==> src/rtl/array_writer.sv <==
// Register file of NUM_INP entries exposed as one flat packed vector.
// Written by single indexed beats or by auto-incrementing fill bursts over a valid/ready port.
module array_writer #(
  parameter int DW      = 32,
  parameter int NUM_INP = 8,
  parameter int LW      = 6
) (
  input  logic                  clk,
  input  logic                  rst_n,
  input  logic                  clr,
  input  logic                  wr_vld,
  output logic                  wr_rdy,
  input  logic [4:0]            wr_idx,
  input  logic [DW-1:0]         wr_data,
  input  logic                  fill_start,
  input  logic [4:0]            fill_base,
  input  logic [LW-1:0]         fill_len,
  output logic [NUM_INP*DW-1:0] outs,
  output logic                  busy,
  output logic                  done,
  output logic                  err,
  output logic                  dbg_state
);

  // Handshake: a beat transfers on a rising edge where wr_vld && wr_rdy; wr_vld must
  // hold with stable data until then. wr_rdy is low during clr and while a burst is being started.

  typedef enum logic {S_IDLE = 1'b0, S_FILL = 1'b1} state_t;

  localparam logic [5:0] NUM6 = 6'(NUM_INP);
  localparam logic [4:0] LAST = 5'(NUM_INP - 1);

  state_t            state_q, state_d;
  logic [4:0]        ptr_q, ptr_d;
  logic [LW-1:0]     cnt_q, cnt_d;
  logic [DW-1:0]     mem_q [NUM_INP];
  logic [DW-1:0]     mem_d [NUM_INP];
  logic              done_q, done_d;
  logic              err_q, err_d;
  logic              accept;

  always_ff @(posedge clk or negedge rst_n) begin
    if (!rst_n) begin
      state_q <= S_IDLE;
      ptr_q   <= '0;
      cnt_q   <= '0;
      done_q  <= 1'b0;
      err_q   <= 1'b0;
      for (int k = 0; k < NUM_INP; k++) mem_q[k] <= '0;
    end else begin
      state_q <= state_d;
      ptr_q   <= ptr_d;
      cnt_q   <= cnt_d;
      done_q  <= done_d;
      err_q   <= err_d;
      for (int k = 0; k < NUM_INP; k++) mem_q[k] <= mem_d[k];
    end
  end

  always_comb begin
    state_d = state_q;
    if (clr) begin
      state_d = S_IDLE;
    end else begin
      case (state_q)
        S_IDLE: if (fill_start && (fill_len != '0)) state_d = S_FILL;
        S_FILL: if (accept && (cnt_q == LW'(1))) state_d = S_IDLE;
        default: state_d = S_IDLE;
      endcase
    end
  end

  always_comb begin
    wr_rdy    = !clr && (((state_q == S_IDLE) && !fill_start) || (state_q == S_FILL));
    busy      = (state_q == S_FILL);
    done      = done_q;
    err       = err_q;
    dbg_state = state_q;
    for (int k = 0; k < NUM_INP; k++) outs[k*DW +: DW] = mem_q[k];
  end

  assign accept = wr_vld && wr_rdy;

  always_comb begin
    ptr_d  = ptr_q;
    cnt_d  = cnt_q;
    done_d = 1'b0;
    err_d  = 1'b0;
    for (int k = 0; k < NUM_INP; k++) mem_d[k] = mem_q[k];
    if (clr) begin
      ptr_d = '0;
      cnt_d = '0;
      for (int k = 0; k < NUM_INP; k++) mem_d[k] = '0;
    end else if (state_q == S_IDLE) begin
      if (fill_start) begin
        ptr_d  = 5'({1'b0, fill_base} % NUM6);
        cnt_d  = fill_len;
        done_d = (fill_len == '0);
      end else if (accept) begin
        if ({1'b0, wr_idx} < NUM6) begin
          for (int k = 0; k < NUM_INP; k++)
            if (wr_idx == 5'(k)) mem_d[k] = wr_data;
        end else begin
          err_d = 1'b1;
        end
      end
    end else if (accept) begin
      for (int k = 0; k < NUM_INP; k++)
        if (ptr_q == 5'(k)) mem_d[k] = wr_data;
      ptr_d  = (ptr_q == LAST) ? 5'd0 : ptr_q + 5'd1;
      cnt_d  = cnt_q - LW'(1);
      done_d = (cnt_q == LW'(1));
    end
  end

endmodule

==> config.mk <==
export PLATFORM = sky130hd
export DESIGN_NAME = array_writer
export DESIGN_NICKNAME = d
export VERILOG_FILES = /design/src/rtl/array_writer.sv
export SDC_FILE = /design/constraint.sdc
export NUM_CORES = 1
export LEC_CHECK = 0
export CELL_PAD_IN_SITES_DETAIL_PLACEMENT = 1
export CELL_PAD_IN_SITES_GLOBAL_PLACEMENT = 1
export CORE_MARGIN = 3
export CORE_UTILIZATION = 35
export DETAILED_ROUTE_END_ITERATION = 10
export HOLD_SLACK_MARGIN = 0.08
export MAX_ROUTING_LAYER = met4
export PLACE_DENSITY = 0.81
export SLEW_MARGIN = 20
export SYNTH_ARGS = -nofsm -noshare
export SYNTH_HDL_FRONTEND = slang
export SYNTH_SLANG_ARGS = --single-unit
export TNS_END_PERCENT = 30
==> constraint.sdc <==
create_clock -name clk -period 2.4 [get_ports clk]
set_clock_uncertainty 0.15 [all_clocks]
set_input_delay 0.36 -clock clk [delete_from_list [all_inputs] [get_ports clk]]
set_output_delay 0.36 -clock clk [all_outputs]
set_load 0.02 [all_outputs]
==> impl_metrics.json <==
{
  "synth-compound-area-share_pct": 2.798,
  "startpoint_type": "flop",
  "avgSynthCellArea_um2": 14.82,
  "cts.path.max_buffers": 3,
  "cp_cell_sequence": "or4_4, or3b_4, a21oi_4, buf_12, buf_4, mux2_2",
  "crit_slowest_cell": "or4_4",
  "rsz0062_at_grt": "true",
  "path_max_fanout": 5,
  "track_usage_pct": 21.32,
  "power_leakage_nw": 7.294,
  "yosysWarningCount": 0,
  "hold_violations": 0,
  "fin_crit_ns": 2.393,
  "gp_congestion": 0.8274,
  "grt_use_met3_pct": 6.347,
  "antenna_left": 0,
  "port-buffer-count": 311,
  "synthesis.area_um2": 11000,
  "firstDrtPassIters": 5,
  "grt_pass1_vias": 8529,
  "finalPower_mw": 13.99,
  "cts_sinks": 270,
  "drc": 0,
  "htree_levels": 1,
  "grt_overflow": 0,
  "dp_hpwl_mm": 24.75,
  "grtUsageMet2_pct": 35.77,
  "wl_per_cell_um": 23.32,
  "yosysSeqAreaShare_pct": 61.43,
  "min-delay-start": "clr",
  "clkLatencyLatePin_ns": 0.53,
  "grt_max_degree": 62,
  "drv_cap": 0,
  "fmax_mhz": 417.8,
  "ys_types": 49,
  "path_buf_inv": 2,
  "diodes": 0,
  "hold_path_class": "in -> reg",
  "busiest_layer": "met2",
  "synth_simple_gate_area_share_pct": 6.655,
  "yosys-mux-area-fraction_pct": 26.39,
  "synth_area_leaders": "dfrtp_1, mux2_2, nor2b_1",
  "drive_gt1_share_pct": 33.36,
  "tns_ns": 0,
  "core_area_um2": 30750,
  "fin_nets": 1167,
  "layout.cells.non_filler": 1526,
  "p_per_area_nw_per_um2": 860.4,
  "synth_top_family_by_area": "multiplexers",
  "via_per_inst": 4.993,
  "wirelength_mm": 35.59,
  "synth.top_cell.area_share_pct": 61.43,
  "cp_data_arrival_time_ns": 2.66,
  "clk_transition_reported_paths_ns": 0.06,
  "via_count": 7619,
  "relSlewSlack_pct": 41.49,
  "die_h_um": 183.3,
  "dieArea_um2": 33590,
  "holdWs_ns": 0.1396,
  "start_util_pct": 35.77,
  "netlist_instances": 742,
  "synth_commonest_cells": "dfrtp_1, mux2_2, nor2b_1",
  "endpoint_kind": "flop",
  "synthXorXnorAreaFrac_pct": 0.07963,
  "first_iter_violations": 252,
  "rows": 64,
  "synth_edf_count": 0,
  "antenna_found_initial": 0,
  "max_stage_delay_ns": 0.50,
  "grtUsageMet1_pct": 25.41,
  "ios": 314,
  "crit_family": "simple AND/OR/NAND/NOR gates",
  "ys_ff_latch": 270,
  "fin_crit_sh_pct": 99.72,
  "synth_area_leader_cell": "dfrtp_1",
  "numCtsBuffers": 29,
  "syn_nets": 801,
  "r2r_start": "busy",
  "dp_cells": 1470,
  "cts-root-buf": "clkbuf_16",
  "ir_drop_v": 0.0006411,
  "outcome": "finished clean",
  "area_delta_synth_final_pct": 47.81,
  "yosys.area_share.adder_pct": 0.6825,
  "tightest_slew_ns": 0.8758,
  "ys.flop_type": "dfrtp_1",
  "crit_type": "reg -> reg",
  "die_w_um": 183.3,
  "cts_tree": "yes",
  "grt_first_pass_wirelength_mm": 53.52,
  "cp_data_required_time_ns": 2.67,
  "yosysMostFrequentCell": "dfrtp_1",
  "drv_slew": 0,
  "async_flop_share_pct": 100.0,
  "setup_viol": 0,
  "crit_path_start": "busy"
}
-- layer usage --
layer  part of all wire (%)  vias to the layer above
met5                      0                        -
met4                    2.6                        0
met3                    7.3                       58
met2                     49                      246
met1                     41                     3962
li1                       -                     3353
-- where the power goes --
group	internal (mW)	leakage, nW	total (mW)	switching (mW)
Clock	2.86	0.502	4.67	1.82
Sequential	5.18	3.52	5.56	0.380
Combinational	1.89	3.27	3.76	1.87
Total	9.92	7.29	14.0	4.07
-- logic make-up (layout without fill, tap and decap cells) --
| group | after synthesis | in the layout |
|---|---|---|
| AO/OA/AOI/OAI | 41 | 41 |
| multiplexers | 258 | 258 |
| adder cells (fa/ha/maj) | 6 | 6 |
| flip-flops | 270 | 270 |
| XOR/XNOR | 1 | 1 |
| AND/OR/NAND/NOR | 123 | 123 |
| buffers and inverters | 43 | 431 |
-- sequential cells by signal, indices dropped and copies added, names as in the netlist --
signal  flops
busy        1
cnt_q       6
done        1
err         1
outs      256
ptr_q       5
-- metrics by stage --
| stage | util, % | instance area, um2 | worst slack [ns] |
|---|---|---|---|
| 5_1_grt | 52.87 | 16260 | -0.05694 |
| 2_1_floorplan | - | 11000 | 0.01886 |
| 3_5_place_dp | 49.20 | 15130 | -0.4233 |
| 6_report | 52.87 | 16260 | 0.006714 |
| 3_3_place_gp | 49.20 | 15130 | -0.4482 |
| 4_1_cts | 52.63 | 16180 | -0.07280 |
-- layout by cell type, fill, tap and decap left out, types with 3 or more instances in the layout --
| cell type | instances |
|---|---|
| a21oi_1 | 7 |
| a21oi_4 | 3 |
| a31oi_1 | 5 |
| and3_1 | 4 |
| buf_12 | 19 |
| buf_4 | 40 |
| bufinv_16 | 4 |
| clkbuf_1 | 5 |
| clkbuf_16 | 30 |
| clkbuf_8 | 7 |
| clkdlybuf4s50_1 | 308 |
| clkinv_2 | 7 |
| dfrtp_1 | 270 |
| ha_1 | 6 |
| inv_1 | 6 |
| mux2_1 | 3 |
| mux2_2 | 235 |
| mux2_4 | 18 |
| nand2_1 | 8 |
| nand2b_1 | 4 |
| nand3_1 | 5 |
| nor2_1 | 14 |
| nor2b_1 | 69 |
| nor3_1 | 4 |
| o21ai_0 | 7 |
-- worst register-to-register path: cells and delay by family, from the launching register on --
family	cells	cell delay, ns
AND/OR/NAND/NOR	2	0.90
flip-flops	1	0.41
multiplexers	1	0.33
buffers and inverters	2	0.30
AO/OA/AOI/OAI	1	0.18
-- worst paths after layout --
| path | end | slack (ns) | cells after the start |
|---|---|---|---|
| hold / removal | done | 0.14 | 3 |
| setup / recovery | outs[145] | 0.007 | 6 |
| setup reg to reg | outs[145] | 0.007 | 6 |
| max in group asynchronous | outs[247] | 1.16 | 3 |
| hold reg to reg | outs[63] | 0.35 | 1 |
| min in group asynchronous | outs[51] | 0.22 | 2 |
-- cell type report --
cell class,instances,area (um2)
Clock buffer,41,840.8
Clock inverter,12,163.9
Fill cell,3036,14490
Inverter,6,22.52
Multi-Input combinational cell,429,4145
Sequential cell,270,6756
Tap cell,396,495.5
Timing Repair Buffer,372,3834
-- repair_timing --
action                                 CTS  global route
gates cloned                             0             1
resized for setup                       12             8
buffers inserted                         0             1
setup endpoints to repair               35            36
endpoints found under the hold margin  171             0
pin swaps                                0             3
hold buffers                             1             0
Power figures use the tool's default switching activity.
